File: src/rtl/serial_adder.sv
// Multi-cycle adder/subtractor: processes CHUNK bits per clock, LSB chunk first,
// carrying between chunks through a register. Results are published only on completion.
module serial_adder #(
    parameter int WIDTH = 8,
    parameter int CHUNK = 1
) (
    input  logic             in_clk,
    input  logic             in_rst,
    input  logic             in_start,
    input  logic             in_sub,
    input  logic [WIDTH-1:0] in_x,
    input  logic [WIDTH-1:0] in_y,
    input  logic             in_cin,
    output logic             out_busy,
    output logic             out_done,
    output logic [WIDTH-1:0] out_s,
    output logic             out_c,
    output logic             out_v
);

    localparam int K  = WIDTH / CHUNK;
    localparam int CW = (K > 1) ? $clog2(K) : 1;
    localparam logic [CW-1:0] LAST_STEP = CW'(K - 1);

    typedef enum logic [1:0] {
        IDLE = 2'd0,
        RUN  = 2'd1,
        DONE = 2'd2
    } state_t;

    state_t           state_r;
    state_t           state_next_s;
    logic             load_s;
    logic             step_s;
    logic             last_s;

    logic [WIDTH-1:0] x_r;
    logic [WIDTH-1:0] y_r;
    logic [WIDTH-1:0] acc_r;
    logic [WIDTH-1:0] acc_next_s;
    logic             carry_r;
    logic [CW-1:0]    cnt_r;

    logic [CHUNK-1:0] x_chunk_s;
    logic [CHUNK-1:0] y_chunk_s;
    logic [CHUNK-1:0] sum_chunk_s;
    logic             carry_out_s;
    logic             carry_msb_s;

    logic             busy_r;
    logic             done_r;
    logic [WIDTH-1:0] s_r;
    logic             c_r;
    logic             v_r;

    assign last_s = (cnt_r == LAST_STEP);

    // State register
    always_ff @(posedge in_clk or posedge in_rst) begin
        if (in_rst) begin
            state_r <= IDLE;
        end else begin
            state_r <= state_next_s;
        end
    end

    // Next-state decode; DONE accepts a new start just like IDLE
    always_comb begin
        state_next_s = state_r;
        load_s       = 1'b0;
        step_s       = 1'b0;
        case (state_r)
            IDLE, DONE: begin
                if (in_start) begin
                    load_s       = 1'b1;
                    state_next_s = RUN;
                end else begin
                    state_next_s = IDLE;
                end
            end
            RUN: begin
                step_s = 1'b1;
                if (last_s) begin
                    state_next_s = DONE;
                end else begin
                    state_next_s = RUN;
                end
            end
            default: begin
                state_next_s = IDLE;
            end
        endcase
    end

    // One chunk of ripple addition; the MSB carry-in is recovered from the top sum bit
    always_comb begin
        x_chunk_s                  = x_r[CHUNK-1:0];
        y_chunk_s                  = y_r[CHUNK-1:0];
        {carry_out_s, sum_chunk_s} = {1'b0, x_chunk_s} + {1'b0, y_chunk_s}
                                   + {{CHUNK{1'b0}}, carry_r};
        carry_msb_s                = sum_chunk_s[CHUNK-1] ^ x_chunk_s[CHUNK-1]
                                   ^ y_chunk_s[CHUNK-1];
        acc_next_s                 = WIDTH'({sum_chunk_s, acc_r} >> CHUNK);
    end

    // Operand shifters, carry and step counter; new chunks enter the result from the top
    always_ff @(posedge in_clk or posedge in_rst) begin
        if (in_rst) begin
            x_r     <= {WIDTH{1'b0}};
            y_r     <= {WIDTH{1'b0}};
            acc_r   <= {WIDTH{1'b0}};
            carry_r <= 1'b0;
            cnt_r   <= {CW{1'b0}};
        end else if (load_s) begin
            x_r     <= in_x;
            y_r     <= in_sub ? ~in_y : in_y;
            acc_r   <= {WIDTH{1'b0}};
            carry_r <= in_sub ? 1'b1 : in_cin;
            cnt_r   <= {CW{1'b0}};
        end else if (step_s) begin
            x_r     <= x_r >> CHUNK;
            y_r     <= y_r >> CHUNK;
            acc_r   <= acc_next_s;
            carry_r <= carry_out_s;
            cnt_r   <= cnt_r + CW'(1);
        end else begin
            x_r     <= x_r;
            y_r     <= y_r;
            acc_r   <= acc_r;
            carry_r <= carry_r;
            cnt_r   <= cnt_r;
        end
    end

    // Registered outputs; the result is published only on the final step
    always_ff @(posedge in_clk or posedge in_rst) begin
        if (in_rst) begin
            busy_r <= 1'b0;
            done_r <= 1'b0;
            s_r    <= {WIDTH{1'b0}};
            c_r    <= 1'b0;
            v_r    <= 1'b0;
        end else begin
            busy_r <= (state_next_s == RUN);
            done_r <= (state_next_s == DONE);
            if (step_s && last_s) begin
                s_r <= acc_next_s;
                c_r <= carry_out_s;
                v_r <= carry_msb_s ^ carry_out_s;
            end else begin
                s_r <= s_r;
                c_r <= c_r;
                v_r <= v_r;
            end
        end
    end

    assign out_busy = busy_r;
    assign out_done = done_r;
    assign out_s    = s_r;
    assign out_c    = c_r;
    assign out_v    = v_r;

endmodule

File: config.mk
export PLATFORM = sky130hd
export DESIGN_NAME = serial_adder
export DESIGN_NICKNAME = d
export VERILOG_FILES = /design/src/rtl/serial_adder.sv
export SDC_FILE = /design/constraint.sdc
export NUM_CORES = 1
export LEC_CHECK = 0
export ABC_AREA = 1
export CORE_MARGIN = 3
export CORE_UTILIZATION = 31
export DETAILED_ROUTE_END_ITERATION = 16
export PLACE_DENSITY = 0.5
export SETUP_SLACK_MARGIN = 0.5
export SYNTH_ARGS = -nofsm -noshare
export SYNTH_HDL_FRONTEND = slang
export SYNTH_SLANG_ARGS = --single-unit
File: constraint.sdc
create_clock -name in_clk -period 2.4 [get_ports in_clk]
set_clock_uncertainty 0.05 [all_clocks]
set_input_delay 0.36 -clock in_clk [delete_from_list [all_inputs] [get_ports in_clk]]
set_output_delay 0.36 -clock in_clk [all_outputs]
set_load 0.01 [all_outputs]
==> Word-level counts from Yosys, hierarchy flattened <==
Index checks and enable logic that the tools add are counted.
{ "classes": {"add_sub_neg": 3, "n_eq_ne": 5, "n_mux": 18, "bitwise_logic": 4, "n_reduce_logical": 4} }
{ "op_table": {"columns": ["op", "count"], "rows": [
  ["$mux W8", 7],
  ["$not A8 Y8", 1],
  ["$mux W1", 7],
  ["$mux W3", 2],
  ["$eq A2 B1 Y1 const B", 2],
  ["$eq A2 B2 Y1 const B", 2],
  ["$pmux W2 S2", 1],
  ["$add A3 B1 Y3 const B", 1],
  ["$eq A3 B3 Y1 const B", 1],
  ["$xor A1 B1 Y1", 3],
  ["$add A1 B1 Y2", 1],
  ["$add A2 B1 Y2", 1],
  ["$logic_not A2 Y1", 1],
  ["$mux W2", 1],
  ["$reduce_bool A2 Y1", 1],
  ["$reduce_or A2 Y1", 1],
  ["$logic_and A1 B1 Y1", 1]
]} }
{ "totals": {"reg_bits": 42, "inputBits": 21, "output_inout_bits": 12, "word_cells": 45} }

==> Logic depth before layout (Yosys ltp) <==
Gate-level depths: netlist of the first run.
{ "logic_depth": {"depth_word": 5, "mapped_depth": 8, "depth_no_buf": 8} }

==> Worst setup path before layout of the first run <==
OpenSTA, ideal clock, no wires.
{ "synth_timing": {"kind": "register to register", "startpoint": "register x_r[0]", "endpoint": "register v_r (netlist: out_v)", "setup_ns": 0.117, "arrival_ns": 1.273, "required_time_ns": 2.233, "path_slack_ns": 0.959, "stages_incl_launch_ff": 8, "path_buffers": 0, "synth_period_minus_slack_ns": 1.441, "path_cell_list": "dfrtp_1 > inv_1 > fa_1 > nand2_1 > nand2_1 > nand2_1 > nand3_1 > nand2_1"} }
{ "synth_via": {"elab_chain_cells": 5} }
{ "synth_rtl": {"columns": ["element", "line_no", "text"], "rows": [
  ["from (decl)", "37", "logic [WIDTH-1:0] x_r;"],
  ["from (signal assigned)", "109", "x_r <= {WIDTH{1'b0}};"],
  ["from (signal assigned)", "115", "x_r <= in_x;"],
  ["from (signal assigned)", "121", "x_r <= x_r >> CHUNK;"],
  ["$add A1 B1 Y2", "99", "{carry_out_s, sum_chunk_s} = {1'b0, x_chunk_s} + {1'b0, y_chunk_s}"],
  ["$add A2 B1 Y2", "100", "+ {{CHUNK{1'b0}}, carry_r};"],
  ["$xor A1 B1 Y1", "101", "carry_msb_s = sum_chunk_s[CHUNK-1] ^ x_chunk_s[CHUNK-1]"],
  ["$xor A1 B1 Y1", "102", "^ y_chunk_s[CHUNK-1];"],
  ["$xor A1 B1 Y1 *", "149", "v_r <= carry_msb_s ^ carry_out_s;"],
  ["to (signal assigned)", "149", null],
  ["to (signal assigned)", "153", "v_r <= v_r;"],
  ["to (decl)", "54", "logic v_r;"]
]} }
Every way passes the cells marked *; elsewhere a longest branch is shown, timed or not.
A chain may end at the register's enable or synchronous reset.

==> Final worst setup path of the first run <==
{ "layout_timing": {"startpoint": "register v_r (netlist: out_v)", "endpoint": "output port out_v"} }
{ "layout_lines": {"columns": ["element", "line_no", "text"], "rows": [
  ["to (decl)", "18", "output logic out_v"]
]} }
No word-level cell between the ends.

==> results of run 1 <==
-- routing by layer --
metal  wire (um)  vias to the layer above
li1            -                      744
met1        1800                      647
met2        1670                       40
met3         182                        7
met4          47                        0
met5           0                        -
-- worst paths after layout --
check | endpoint | slack [ns] | depth (start not counted)
min in group asynchronous | out_done$_DFF_PP0_ | 0.44 | 3
max in group asynchronous | y_r[6]$_DFFE_PP0P_ | 1.50 | 3
min | x_r[7]$_DFFE_PP0P_ | 0.43 | 2
max | out_v | 0.80 | 1
max reg2reg | out_v$_DFFE_PP0P_ | 0.85 | 8
min reg2reg | x_r[7]$_DFFE_PP0P_ | 0.43 | 2
-- tightest hold or removal path, delay by kind of cell (launching register included) --
| kind | cells | cell delay (ns) |
|---|---|---|
| flops | 1 | 0.35 |
| simple gates | 2 | 0.10 |
-- sequential cells by signal, indices dropped and copies added (netlist names) --
name and cells:
out_s 8, x_r 8, y_r 8, acc_r 7, cnt_r 3, state_r 2
carry_r 1, out_busy 1, out_c 1, out_done 1, out_v 1
-- cell usage in the layout, fill, tap and decap left out, drive strengths merged --
cell and instances:
o21ai 20, bufinv 1, ha 2, nand2 86, clkbuf 6, buf 3, xnor2 2, dfrtp 41
nand3 9, o211ai 2, o22ai 8, nor2 10, fa 1, clkdlybuf4s50 32, inv 25, a21oi 3
clkinvlp 1
-- per-stage QoR --
stage                     cell area, um2  instances
after floorplan                     1840        218
after global placement              2220        316
after detailed placement            2220        316
after CTS                           2340        324
after global routing                2340        324
final                               2340        324
-- power breakdown --
part           switching [mW]  internal, mW  total (mW)
combinational           0.747         0.540        1.29
sequential              0.145          1.01        1.15
clock                   0.247         0.338       0.585
-- cell families after synthesis --
logic type	Yosys count
buf+inv	34
xor+xnor	2
compound gates	33
flops	41
fa+ha+maj	3
simple gates	105
-- cell type report --
| type | instances | area, um2 | area share (%) |
|---|---|---|---|
| Clock buffer | 6 | 82.6 | 3.54 |
| Clock inverter | 2 | 37.5 | 1.61 |
| Inverter | 25 | 93.8 | 4.02 |
| Multi-Input combinational cell | 143 | 663 | 28.4 |
| Sequential cell | 41 | 1030 | 43.9 |
| Tap cell | 72 | 90.1 | 3.86 |
| Timing Repair Buffer | 35 | 343 | 14.7 |
==> results.md, run 1 <==
- Relative slew slack: 65.3%
- CTS tree: done
- Synth Warn #: 0
- Max-cap violations: 0
- Syn-to-layout area delta: 26.7%
- # clock sinks: 41
- Minimum clock period: 1.60 ns
- Wire per inst: 11.4 um
- Crit path max-delay family: buffers and inverters
- Worst Path Buf+Inv: 1
- Kind of start point of the critical path: flip-flop
- Global-route wire length before repair: 6490 um
- Synth Instances: 218
- Maximum vdd drop: 0.550 mV
- Post-synth EDFFs: 0
- Mean area per synthesized cell: 8.45 um2
- Die height: 83.1 um
- Final worst-path cycle share: 66.5%
- Slew Viols, Final: 0
- Core ar.: 5640 um2
- Max clock buf depth: 2
- Worst Tran Pin Value: 0.520 ns
- Worst EP required: 1.99 ns
- Cell Pwr Density: 1290 nW/um2
- Gr busiest metal: met2
- Grt ovf: 0
- Fin. Hold Viols: 0
- Crit Path Max Fanout: 2
- Largest net degree at the start of global routing: 42
- Async SR Flop Fraction: 100%
- RSZ-0062 raised after global routing: false
- Rows: 27
- Top-count cell post-synth: nand2_1
- Final net count: 275
- Port buffer count: 32
- Met2 Track Usage GR: 18.2%
- Adder-cell share of the synthesized area: 2.44%
- Synth area leader: dfrtp_1
- Share of the synthesized area in the top cell type: 55.7%
- Hold-fix buffers, CTS: 0
- Type of the worst min-delay path: flip-flop to flip-flop
- Die width: 83.1 um
- Seq cells post-synth: 41
- Clock Pin Slew Worst Setup and Hold Paths: 0.08 ns
- Setup tns final: 0 ns
- Final wirelength: 3690 um
- Post-Synth XOR/XNOR Area: 0.950%
- Synth top area cells: dfrtp_1 56%, nand2_1 17%, inv_1 4.3%
- CP startpoint: out_v$_DFFE_PP0P_
- Die ar.: 6910 um2
- Grt met3 use: 2.68%
- Global router's overall resource usage: 11.5%
- Share of cells above drive strength 1: 7.54%
- Seq/Total Area, Yosys: 55.7%
- Drt initial violations: 64
- Vias in the first global route: 1390
- CP max-delay cell: clkdlybuf4s50_1
- # fillers: 584
- Pleak: 1.15 nW
- Initial antenna violation count: 0
- Main combinational cell family by area after synthesis: simple AND/OR/NAND/NOR gates
- CTS H-Tree Depth: 2
- Worst r2r src: y_r[0]$_DFFE_PP0P_
- Post-DP HPWL: 2420 um
- Via Count: 1438
- Drt via density: 4.44
- Synth Area in Compound Gates: 9.78%
- Mapped Nets: 242
- Crit end category: output port
- Critical Path Max Stage Delay: 0.54 ns
- Proportion of synthesized area in mux cells: 0%
- Residual DRC count: 0
- DRT Pass-1 Iters: 5
- Starting density of the core: 32.7%
- N_diodes: 0
- Critical-path cell list: clkdlybuf4s50_1
- Min-delay src: x_r[7]$_DFFE_PP0P_
- Fin worst setup slack: 0.805 ns
- Root buffer selected by CTS: clkbuf_8
- Post-CTS sizing: 0
- Worst-Skew Late Latency: 0.29 ns
- PnR Total Power: 3.02 mW
- Pre-CTS WS: 0.557 ns
- Fin Hold WS: 0.429 ns
- I/O pin count: 33
- Critical path class: flip-flop to output port
- Status: finished, final reports clean
- Netlist cell types: 19
- Cell area after synthesis: 1840 um2
- Top_reg_cell synth: dfrtp_1
- Final design utilization: 41.4%
- Post-route ant nets: 0
- TritonCTS buffer count: 5
- Met1 Use GR: 15.4%
- Gp weighted congestion: 0.752
- Maximum clock frequency: 627 MHz
- Post-Synth Simple-Gate Area: 22.8%
- Data arrival, critical path: 1.19 ns
- Commonest cells in the netlist: 83 x nand2_1, 41 x dfrtp_1, 21 x inv_1, 12 x o21ai_1
- Final setup viols: 0
- Post-CTS setup buffers: 0
(Power assumes the default switching activity.)
==> run 2, diff against run 1 <==
clock period = 1.6 ns   (was 2.4 ns; I/O delays follow)
==> results.md, run 2 (synthesis gave the netlist of run 1 again) <==
- Placed Cells: 323 (was 316)
- Area of all placed cells without fillers: 3110 um2 (was 2340 um2)
- Die height: 83.1 um (unchanged)
- Crit end category: flip-flop (was output port)
- DRT Pass-1 Iters: 4 (was 5)
- Gp weighted congestion: 0.762 (was 0.752)
- Max-cap violations: 0 (unchanged)
- Critical path class: flip-flop to flip-flop (was flip-flop to output port)
- Largest net degree at the start of global routing: 42 (unchanged)
- Root buffer selected by CTS: clkbuf_8 (unchanged)
- Final setup viols: 0 (unchanged)
- Die ar.: 6910 um2 (unchanged)
- Via Count: 1663 (was 1438)
- Starting density of the core: 32.7% (unchanged)
- Relative slew slack: 84.8% (was 65.3%)
- Critical-path cell list: inv_2 > fa_2 > buf_4 > buf_6 > o22ai_2 (was clkdlybuf4s50_1)
- Wire per inst: 12.3 um (was 11.4 um)
- Syn-to-layout area delta: 68.7% (was 26.7%)
- Final worst-path cycle share: 93.0%
- Status: finished, final reports clean (unchanged)
- Drt initial violations: 69 (was 64)
- Crit path max-delay family: adder cells (was buffers and inverters)
- Multi-input combinational cell area: 1010 um2 (was 663 um2)
- Vias in the first global route: 1606 (was 1390)
- Fin Hold WS: 0.281 ns (was 0.429 ns)
- Placed Instance Area: 2300 um2 (was 2220 um2)
- Post-route ant nets: 0 (unchanged)
- Residual DRC count: 0 (unchanged)
- Final net count: 323 (was 275)
- Kind of start point of the critical path: flip-flop (unchanged)
- Fin worst setup slack: 0.112 ns (was 0.805 ns)
- Crit Path Max Fanout: 4 (was 2)
- Type of the worst min-delay path: input pin to async pin (was flip-flop to flip-flop)
- Worst Path Buf+Inv: 3 (was 1)
- Initial antenna violation count: 0 (unchanged)
- Worst-Skew Late Latency: 0.29 ns (about the same)
- Maximum vdd drop: 0.756 mV (was 0.550 mV)
- Commonest non-fill, non-tap cell in the layout: nand2_1 (unchanged)
- # fillers: 522 (was 584)
- Most frequent cells in the layout: 59 x nand2_1, 41 x dfrtp_1, 27 x buf_4 (was 83 x nand2_1, 41 x dfrtp_1, 32 x clkdlybuf4s50_1)
- TritonCTS buffer count: 5 (unchanged)
- Drt via density: 4.47 (was 4.44)
- Setup tns final: 0 ns (unchanged)
- Port buffer count: 32 (unchanged)
- N_diodes: 0 (unchanged)
- Final wirelength: 4590 um (was 3690 um)
- Pleak: 1.56 nW (was 1.15 nW)
- I/O pin count: 33 (unchanged)
- Global router's overall resource usage: 13.4% (was 11.5%)
- CTS H-Tree Depth: 2 (unchanged)
- Die width: 83.1 um (unchanged)
- RSZ-0062 raised after global routing: true (was false)
- Clock Pin Slew Worst Setup and Hold Paths: 0.08 ns (about the same)
- CTS tree: done (unchanged)
- Pre-CTS WS: 0.0834 ns (was 0.557 ns)
- Data arrival, critical path: 1.66 ns (was 1.19 ns)
- Cell Pwr Density: 2050 nW/um2 (was 1290 nW/um2)
- Seq. cell area: 1030 um2 (unchanged)
- Post-DP HPWL: 2620 um (was 2420 um)
- Max clock buf depth: 2 (unchanged)
- Maximum clock frequency: 672 MHz
- Fin. Hold Viols: 0 (unchanged)
- Core ar.: 5640 um2 (unchanged)
- Worst Tran Pin Value: 0.228 ns (was 0.520 ns)
- Grt ovf: 0 (unchanged)
- Share of cells above drive strength 1: 47.7% (was 7.54%)
- Critical Path Max Stage Delay: 0.47 ns (was 0.54 ns)
- Minimum clock period: 1.49 ns
- Global-route wire length before repair: 7530 um (was 6490 um)
- Finished Layout Cells: 372 (was 324)
- CP max-delay cell: fa_2 (was clkdlybuf4s50_1)
- Hold-fix buffers, CTS: 0 (unchanged)
- Rows: 27 (unchanged)
- Worst EP required: 1.77 ns (was 1.99 ns)
- Slew Viols, Final: 0 (unchanged)
- # clock sinks: 41 (unchanged)
## run 2: worst paths after layout
kind | depth (start not counted) | slack, ns | to | startpoint
worst max-delay path | 5 | 0.11 | acc_r[7]$_DFFE_PP0P_ | y_r[0]$_DFFE_PP0P_
min in group in_clk | 5 | 0.43 | y_r[6]$_DFFE_PP0P_ | in_start
worst max register to register | 5 | 0.11 | acc_r[7]$_DFFE_PP0P_ | y_r[0]$_DFFE_PP0P_
max in group asynchronous | 3 | 1.02 | x_r[5]$_DFFE_PP0P_ | in_rst
worst min register to register | 2 | 0.43 | y_r[2]$_DFFE_PP0P_ | y_r[2]$_DFFE_PP0P_
worst min-delay path | 3 | 0.28 | out_busy$_DFF_PP0_ | in_rst
## run 2: final cells by class
| type | instances | share of cell area [%] |
|---|---|---|
| multi-input combinational | 143 | 32.5 |
| clock inverter | 3 | 0.563 |
| timing repair inverter | 2 | 0.885 |
| sequential | 41 | 33.0 |
| tap | 72 | 2.90 |
| clock buffer | 5 | 2.21 |
| timing repair buffer | 81 | 24.3 |
| inverter | 25 | 3.70 |
## run 2: repair_timing
| action | CTS | global route |
|---|---|---|
| pin swaps | 16 | 13 |
| gates cloned | 4 | 0 |
| gates resized for setup | 113 | 60 |
| buffers inserted | 23 | 14 |
| setup endpoints to repair | 52 | 53 |
## run 2: tightest hold or removal path: cells and delay by family
| kind | cells | cell delay (ns) |
|---|---|---|
| buf+inv | 3 | 0.76 |
## run 2: layer usage
metal  global-route usage [%]  up-vias  wire, um
met5                        0        -         0
met4                     3.12        0        33
met3                     4.46        5       181
met2                     22.2       34      2400
met1                     16.8      781      1980
li1                         -      843         -
## run 2: power by group
group          internal (mW)  switching (mW)  total [mW]
combinational           1.99            1.88        3.87
sequential              1.51           0.309        1.82
clock                  0.301           0.369       0.671
## run 2: per-stage QoR
stage	util, %	power, mW
4_1_cts	48.8	5.39
6_report	55.1	6.36
3_5_place_dp	40.8	3.84
2_1_floorplan	-	3.18
5_1_grt	55.1	6.88
3_3_place_gp	40.8	3.81
